<file path="config.mk">
export PLATFORM = sky130hd
export DESIGN_NAME = product_accumulator
export DESIGN_NICKNAME = d
export VERILOG_FILES = /design/src/rtl/mult_pkg.sv /design/src/rtl/product_accumulator_sum_fifo.sv /design/src/rtl/product_accumulator.sv
export SDC_FILE = /design/constraint.sdc
export NUM_CORES = 1
export LEC_CHECK = 0
export ABC_AREA = 1
export ABC_CLOCK_PERIOD_IN_PS = 3600
export CAP_MARGIN = 20
export CORE_MARGIN = 2
export CORE_UTILIZATION = 45
export DETAILED_ROUTE_END_ITERATION = 6
export GPL_TIMING_DRIVEN = 0
export PLACE_DENSITY = 0.68
export SYNTH_ARGS = -nofsm -noshare
export SYNTH_HDL_FRONTEND = slang
export SYNTH_HIERARCHICAL = 1
export SYNTH_SLANG_ARGS = --single-unit
</file>
<file path="constraint.sdc">
create_clock -name clk -period 3.6 [get_ports clk]
set_clock_uncertainty 0.1 [all_clocks]
set_input_delay 0.72 -clock clk [delete_from_list [all_inputs] [get_ports clk]]
set_output_delay 0.72 -clock clk [all_outputs]
set_load 0.01 [all_outputs]
</file>
<file path="src/rtl/mult_pkg.sv">
// Shared types, default widths and saturation limits for the shift-and-add multiplier datapath.
package mult_pkg;

  typedef enum logic {
    IDLE  = 1'b0,
    ACCUM = 1'b1
  } state_t;

  localparam int DEF_WIDTH      = 16;
  localparam int DEF_PROD_WIDTH = 2 * DEF_WIDTH + 1;
  localparam int GUARD_BITS     = 8;
  localparam int DEF_ACC_WIDTH  = DEF_PROD_WIDTH + GUARD_BITS;

  // Wide enough for any accumulator width used with this package.
  localparam int MAX_ACC_W = 128;

  function automatic logic [MAX_ACC_W-1:0] sat_max(input int unsigned w);
    return (MAX_ACC_W'(1) << (w - 1)) - MAX_ACC_W'(1);
  endfunction

  // Low w bits are 1000...0, i.e. the most negative w-bit value.
  function automatic logic [MAX_ACC_W-1:0] sat_min(input int unsigned w);
    return ~sat_max(w);
  endfunction

endpackage

</file>
<file path="src/rtl/product_accumulator_sum_fifo.sv">
// Two-entry synchronous FIFO holding finished dot-product sums; asynchronous active-high reset.
module sum_fifo #(
  parameter int DATA_WIDTH = 41
) (
  input  logic                  clk,
  input  logic                  reset,
  input  logic                  push,
  input  logic [DATA_WIDTH-1:0] push_data,
  input  logic                  pop,
  output logic [DATA_WIDTH-1:0] rd_data,
  output logic                  full,
  output logic                  empty
);

  logic [DATA_WIDTH-1:0] mem_q [2];
  logic [DATA_WIDTH-1:0] mem_d [2];
  logic                  wr_ptr_q, wr_ptr_d;
  logic                  rd_ptr_q, rd_ptr_d;
  logic [1:0]            count_q, count_d;
  logic                  do_push, do_pop;

  assign full  = (count_q == 2'd2);
  assign empty = (count_q == 2'd0);
  // Empty reads as zero so the output is clean after reset.
  assign rd_data = empty ? '0 : mem_q[rd_ptr_q];

  always_comb begin
    do_pop   = pop && !empty;
    do_push  = push && (!full || do_pop);
    mem_d    = mem_q;
    wr_ptr_d = wr_ptr_q;
    rd_ptr_d = rd_ptr_q;
    count_d  = count_q;
    if (do_push) begin
      mem_d[wr_ptr_q] = push_data;
      wr_ptr_d        = ~wr_ptr_q;
    end
    if (do_pop) begin
      rd_ptr_d = ~rd_ptr_q;
    end
    case ({do_push, do_pop})
      2'b10:   count_d = count_q + 2'd1;
      2'b01:   count_d = count_q - 2'd1;
      default: count_d = count_q;
    endcase
  end

  always_ff @(posedge clk or posedge reset) begin
    if (reset) begin
      for (int i = 0; i < 2; i++) begin
        mem_q[i] <= '0;
      end
      wr_ptr_q <= 1'b0;
      rd_ptr_q <= 1'b0;
      count_q  <= 2'd0;
    end else begin
      for (int i = 0; i < 2; i++) begin
        mem_q[i] <= mem_d[i];
      end
      wr_ptr_q <= wr_ptr_d;
      rd_ptr_q <= rd_ptr_d;
      count_q  <= count_d;
    end
  end

endmodule

</file>
<file path="src/rtl/product_accumulator.sv">
// Sums a programmed number of signed multiplier products and queues each total in a 2-entry buffer.
// Define ACC_SATURATE_EN for clamping on accumulator overflow; otherwise the sum wraps.
module product_accumulator
  import mult_pkg::*;
#(
  parameter int WIDTH     = DEF_WIDTH,
  parameter int ACC_WIDTH = 2 * WIDTH + GUARD_BITS + 1,
  parameter int LEN_WIDTH = 8
) (
  input  logic                   clk,
  input  logic                   reset,
  input  logic                   start,
  input  logic [LEN_WIDTH-1:0]   vector_len,
  input  logic [2*WIDTH:0]       product,
  input  logic                   product_valid,
  output logic [ACC_WIDTH-1:0]   sum,
  output logic                   sum_valid,
  input  logic                   sum_ready,
  output logic                   busy,
  output logic                   error
);

  localparam int MSB = ACC_WIDTH - 1;

  state_t                 state_q, state_d;
  logic [LEN_WIDTH-1:0]   len_q, len_d;
  logic [LEN_WIDTH-1:0]   count_q, count_d;
  logic [ACC_WIDTH-1:0]   acc_q, acc_d;
  logic                   error_q, error_d;

  logic [ACC_WIDTH-1:0]   prod_ext;
  logic [ACC_WIDTH-1:0]   acc_add;
  logic [ACC_WIDTH-1:0]   acc_new;
  logic [LEN_WIDTH-1:0]   count_inc;
  logic                   push;
  logic [ACC_WIDTH-1:0]   push_data;
  logic                   pop;
  logic                   fifo_full;
  logic                   fifo_empty;

`ifdef ACC_SATURATE_EN
  localparam logic [ACC_WIDTH-1:0] ACC_MAX = ACC_WIDTH'(sat_max(ACC_WIDTH));
  localparam logic [ACC_WIDTH-1:0] ACC_MIN = ACC_WIDTH'(sat_min(ACC_WIDTH));
  logic sat_q, sat_d;
  logic ovf;
  logic sat_hit;
`endif

  assign prod_ext  = ACC_WIDTH'($signed(product));
  assign count_inc = count_q + LEN_WIDTH'(1);

  always_comb begin
    acc_add = acc_q + prod_ext;
`ifdef ACC_SATURATE_EN
    ovf     = (acc_q[MSB] == prod_ext[MSB]) && (acc_add[MSB] != acc_q[MSB]);
    sat_hit = sat_q || ovf;
    // Once clamped, the run keeps the clamp regardless of later products.
    if (sat_q) begin
      acc_new = acc_q;
    end else if (ovf) begin
      acc_new = acc_q[MSB] ? ACC_MIN : ACC_MAX;
    end else begin
      acc_new = acc_add;
    end
`else
    acc_new = acc_add;
`endif
  end

  always_comb begin
    state_d   = state_q;
    len_d     = len_q;
    count_d   = count_q;
    acc_d     = acc_q;
    error_d   = error_q;
    push      = 1'b0;
    push_data = acc_new;
`ifdef ACC_SATURATE_EN
    sat_d     = sat_q;
`endif
    case (state_q)
      IDLE: begin
        if (product_valid) begin
          error_d = 1'b1;
        end
        if (start) begin
          if (vector_len == '0) begin
            push      = 1'b1;
            push_data = '0;
          end else begin
            state_d = ACCUM;
            len_d   = vector_len;
            count_d = '0;
            acc_d   = '0;
`ifdef ACC_SATURATE_EN
            sat_d   = 1'b0;
`endif
          end
        end
      end
      ACCUM: begin
        if (product_valid) begin
          acc_d   = acc_new;
          count_d = count_inc;
`ifdef ACC_SATURATE_EN
          sat_d   = sat_hit;
`endif
          if (count_inc == len_q) begin
            push = 1'b1;
            // Back-to-back restart; a zero-length start here would need a second push, so it is ignored.
            if (start && (vector_len != '0)) begin
              len_d   = vector_len;
              count_d = '0;
              acc_d   = '0;
`ifdef ACC_SATURATE_EN
              sat_d   = 1'b0;
`endif
            end else begin
              state_d = IDLE;
            end
          end
        end
      end
      default: state_d = IDLE;
    endcase
    if (push && fifo_full && !pop) begin
      error_d = 1'b1;
    end
  end

  always_ff @(posedge clk or posedge reset) begin
    if (reset) begin
      state_q <= IDLE;
      len_q   <= '0;
      count_q <= '0;
      acc_q   <= '0;
      error_q <= 1'b0;
`ifdef ACC_SATURATE_EN
      sat_q   <= 1'b0;
`endif
    end else begin
      state_q <= state_d;
      len_q   <= len_d;
      count_q <= count_d;
      acc_q   <= acc_d;
      error_q <= error_d;
`ifdef ACC_SATURATE_EN
      sat_q   <= sat_d;
`endif
    end
  end

  assign pop       = sum_valid && sum_ready;
  assign sum_valid = !fifo_empty;
  assign busy      = (state_q == ACCUM);
  assign error     = error_q;

  sum_fifo #(
    .DATA_WIDTH (ACC_WIDTH)
  ) u_sum_fifo (
    .clk       (clk),
    .reset     (reset),
    .push      (push),
    .push_data (push_data),
    .pop       (pop),
    .rd_data   (sum),
    .full      (fifo_full),
    .empty     (fifo_empty)
  );

endmodule

</file>
==> metrics.md <==
| Metric | Value |
|---|---|
| Post-synth cell types | 35 |
| Final antenna-violating net count | 0 |
| Max_cap viols | 0 |
| Die H | around 150 um |
| Count leader, synth | nand2_1 |
| Final Worst Setup Slack | 0.219 ns |
| Slew HR | roughly 30% |
| Peak supply drop | between 0.3 and 0.4 mV |
| Area delta synth->final | 18.6% |
| Clock insertion delay at the later pin of the skew report | about 0.43 ns |
| Total Die Area | 23800 sq um |
| Dominant cells by area after synthesis | dfrtp_1 (36%), nand2_1 (24%), inv_1 (6.3%) |
| Unrepaired setup endpoints after global routing | false |
| Largest net degree at the start of global routing | between 40 and 50 |
| Clock power frac | 17.1% |
| Initial Utilization | 46.2% |
| DPL Wire Length | roughly 25000 um |
| Hold_buf cts | 0 |
| Gpl congestion | ~1.0 |
| Synth Instances | between 1500 and 2000 |
| CTS max path bufs | 2 |
| # H-tree levels | 4 |
| Nature of the critical path endpoint | flip-flop |
| Vias/cell | between 5 and 6 |
| Die Width | 154 um |
| Pwr Total | 11.0 mW |
| Final period util | a little over nine tenths |
| Residual DRC | 0 |
| Most frequent cells after synthesis | nand2_1 (639), inv_1 (169), dfrtp_1 (145), nor2_1 (112) |
| Initial antenna violation count | 0 |
| Port Buf Inserts | approximately 90 |
| Post-synth ARST share | 100% |
| Synthesized cell area | around 10000 sq um |
| Via count | between 10000 and 15000 |
| Vias in the first global route | just under 10000 |
| Sequential-to-total area share from yosys stat | ~36% |
| Drt initial violations | 691 |
| Core area | about 22000 sq um |
| CTS tree | yes |
| Root Buffer | clkbuf_16 |
| # IOs | 90 |
| Critical Path Start Type | input pin |
| Min cycle time layout | ~3.4 ns |
| Global-route wire length before repair | 49800 um |
| TNS Setup | 0 ns |
| Clock Sink Count | approximately 150 |
| Net switching power | ~5.3 mW |
| Pre-CTS setup slack | -0.232 ns |
| Final hold vios | 0 |
| DRT Pass-1 Iters | 5 |
| Gr usage total | 26.5% |
| Post-synth top area cell | dfrtp_1 |
| Worst Max-Slew Pin Slew | ~1.0 ns |
| Gr ovfl total | 0 |
| Leakage power | about 6.3 nW |
| Synthesized flop and latch total | between 100 and 150 |
| Pint | between 5 and 6 mW |
| Syn Area/Cell | 6.59 sq um |
| CP required | ~3.8 ns |
| Final setup fails | 0 |
| Number of synthesized flops with an enable pin | 0 |
| Yosys warns | 6 |
| Synth Flop Type | dfrtp_1 |
| Peak Freq | about 300 MHz |
| Sw frac | 48.8% |
| TritonCTS Buffers | 17 |
| Critical path arrival | about 3.6 ns |
| Area fraction of the dominant cell type after synthesis | a little over a third |
| Status | finished clean |
| Worst Hold Class | reg2reg |
| Max Slew Vio Count | 0 |
| Ratio of cells with drive above 1 in the final layout | ~6.6% |
| Wire per inst | roughly 16 um |
| Worst-path fanout max | 10 |
| PwrDens | between 900 and 1000 nW/um^2 |
| Seq pwr share | approximately a quarter |
| Setup CP Type | in2reg |
| Nets | ~1700 |
| Comb power frac | 57.3% |
| Clock slew at reported path FFs | ~0.070 ns |
| Mapped Nets | 1628 |
| # rows | 54 |
| N_diodes | 0 |
| DRT Wirelength | 30800 um |
| Final Util | approximately 55% |
[per-stage QoR]
step	instance area, sq um	hold WS (ns)	cells
after floorplan	10100	0.342	1539
after global placement	11400	0.353	1908
final	12000	0.371	1941
after detailed placement	11400	0.359	1910
after CTS	12000	0.375	1941
after global routing	12000	0.391	1941
[state kept, by name, indices dropped and copies added, names as in the netlist]
signal / count
len_q: 8
count_q: 8
u_sum_fifo/count_q: 2
u_sum_fifo/mem_q: 82
busy: 1
u_sum_fifo/rd_ptr_q: 1
error: 1
u_sum_fifo/wr_ptr_q: 1
acc_q: 41
[timing repair]
item                                    CTS  global route
gates resized for setup                   0             1
buffers inserted                          0             0
endpoints found under the setup margin    0             1
[routing by layer]
metal | global-route usage, % | vias up | wire (um)
met2 | 44.2 | 277 | 14400
met5 | 0 | - | 0
li1 | - | 5116 | -
met4 | 8.06 | 0 | 648
met3 | 2.76 | 42 | 1400
met1 | 36.4 | 4753 | 14400
[logic make-up (layout without fill, tap and decap cells)]
kind of cell	count (synthesis)	count (layout)	share of synthesized area (%)
AO/OA/AOI/OAI	148	148	7.51
flip-flops	145	145	35.8
XOR/XNOR	27	27	2.33
AND/OR/NAND/NOR	939	939	39.0
buffers and inverters	237	359	9.97
adder cells (fa/ha/maj)	43	43	5.38
[cell usage in the layout, fill, tap and decap left out, types with 3 or more instances in the layout]
cell and instances:
dfrtp_1 145, nand2_1 639, a21oi_1 96, clkbuf_1 17, buf_6 8, xnor2_1 22, inv_2 4, nand3b_1 3
xor2_1 5, nor2_2 5, nor3_1 7, inv_6 7, nor2_1 112, buf_1 3, inv_1 167, nand3_2 4
nand3_1 53, clkbuf_16 17, ha_1 42, clkinvlp_4 3, o21ai_0 43, buf_2 32, clkdlybuf4s50_1 89, nand4_1 96
nand2_2 12, o21bai_1 5
[path summary, 6_finish.rpt]
path	depth (start not counted)	slack, ns	to	from
max	11	0.22	u_sum_fifo/count_q[1]	vector_len[4]
min	2	0.37	u_sum_fifo/mem_q[47]	u_sum_fifo/mem_q[47]
max reg2reg	15	0.42	u_sum_fifo/count_q[1]	count_q[0]
min reg2reg	2	0.37	u_sum_fifo/mem_q[47]	u_sum_fifo/mem_q[47]
max in group asynchronous	3	2.12	u_sum_fifo/mem_q[64]	reset
min in group asynchronous	2	0.64	acc_q[7]	reset
[critical path, stage by stage]
cell and delay, ns:
clkdlybuf4s50_1 0.42, nor2_1 0.13, nand4_1 0.12, nor3_1 0.81
o21bai_2 0.38, buf_2 0.29, nand2_1 0.10, ha_1 0.21
or2_2 0.28, nand4_1 0.07, nand2_1 0.06
[cell type report]
cell class              count  area, sq um
plain buffers              63          355
well taps                 280          350
clock buffers              17          425
inverters                 174          658
repair buffers             91          938
flip-flops and latches    145         3630
fillers                  2237         9930
multi-input cells        1157         5510
clock inverters            14          166
[power by group through the flow]
stage / clock network (mW) / logic, mW / registers [mW]
global route: 1.95 / 6.99 / 2.90
finish: 1.87 / 6.28 / 2.81
floorplan: 0 / 4.22 / 2.71
CTS: 1.88 / 6.21 / 2.80
global placement: 0 / 6.08 / 2.80
detailed placement: 0 / 6.19 / 2.82
Power figures use the tool's default switching activity.
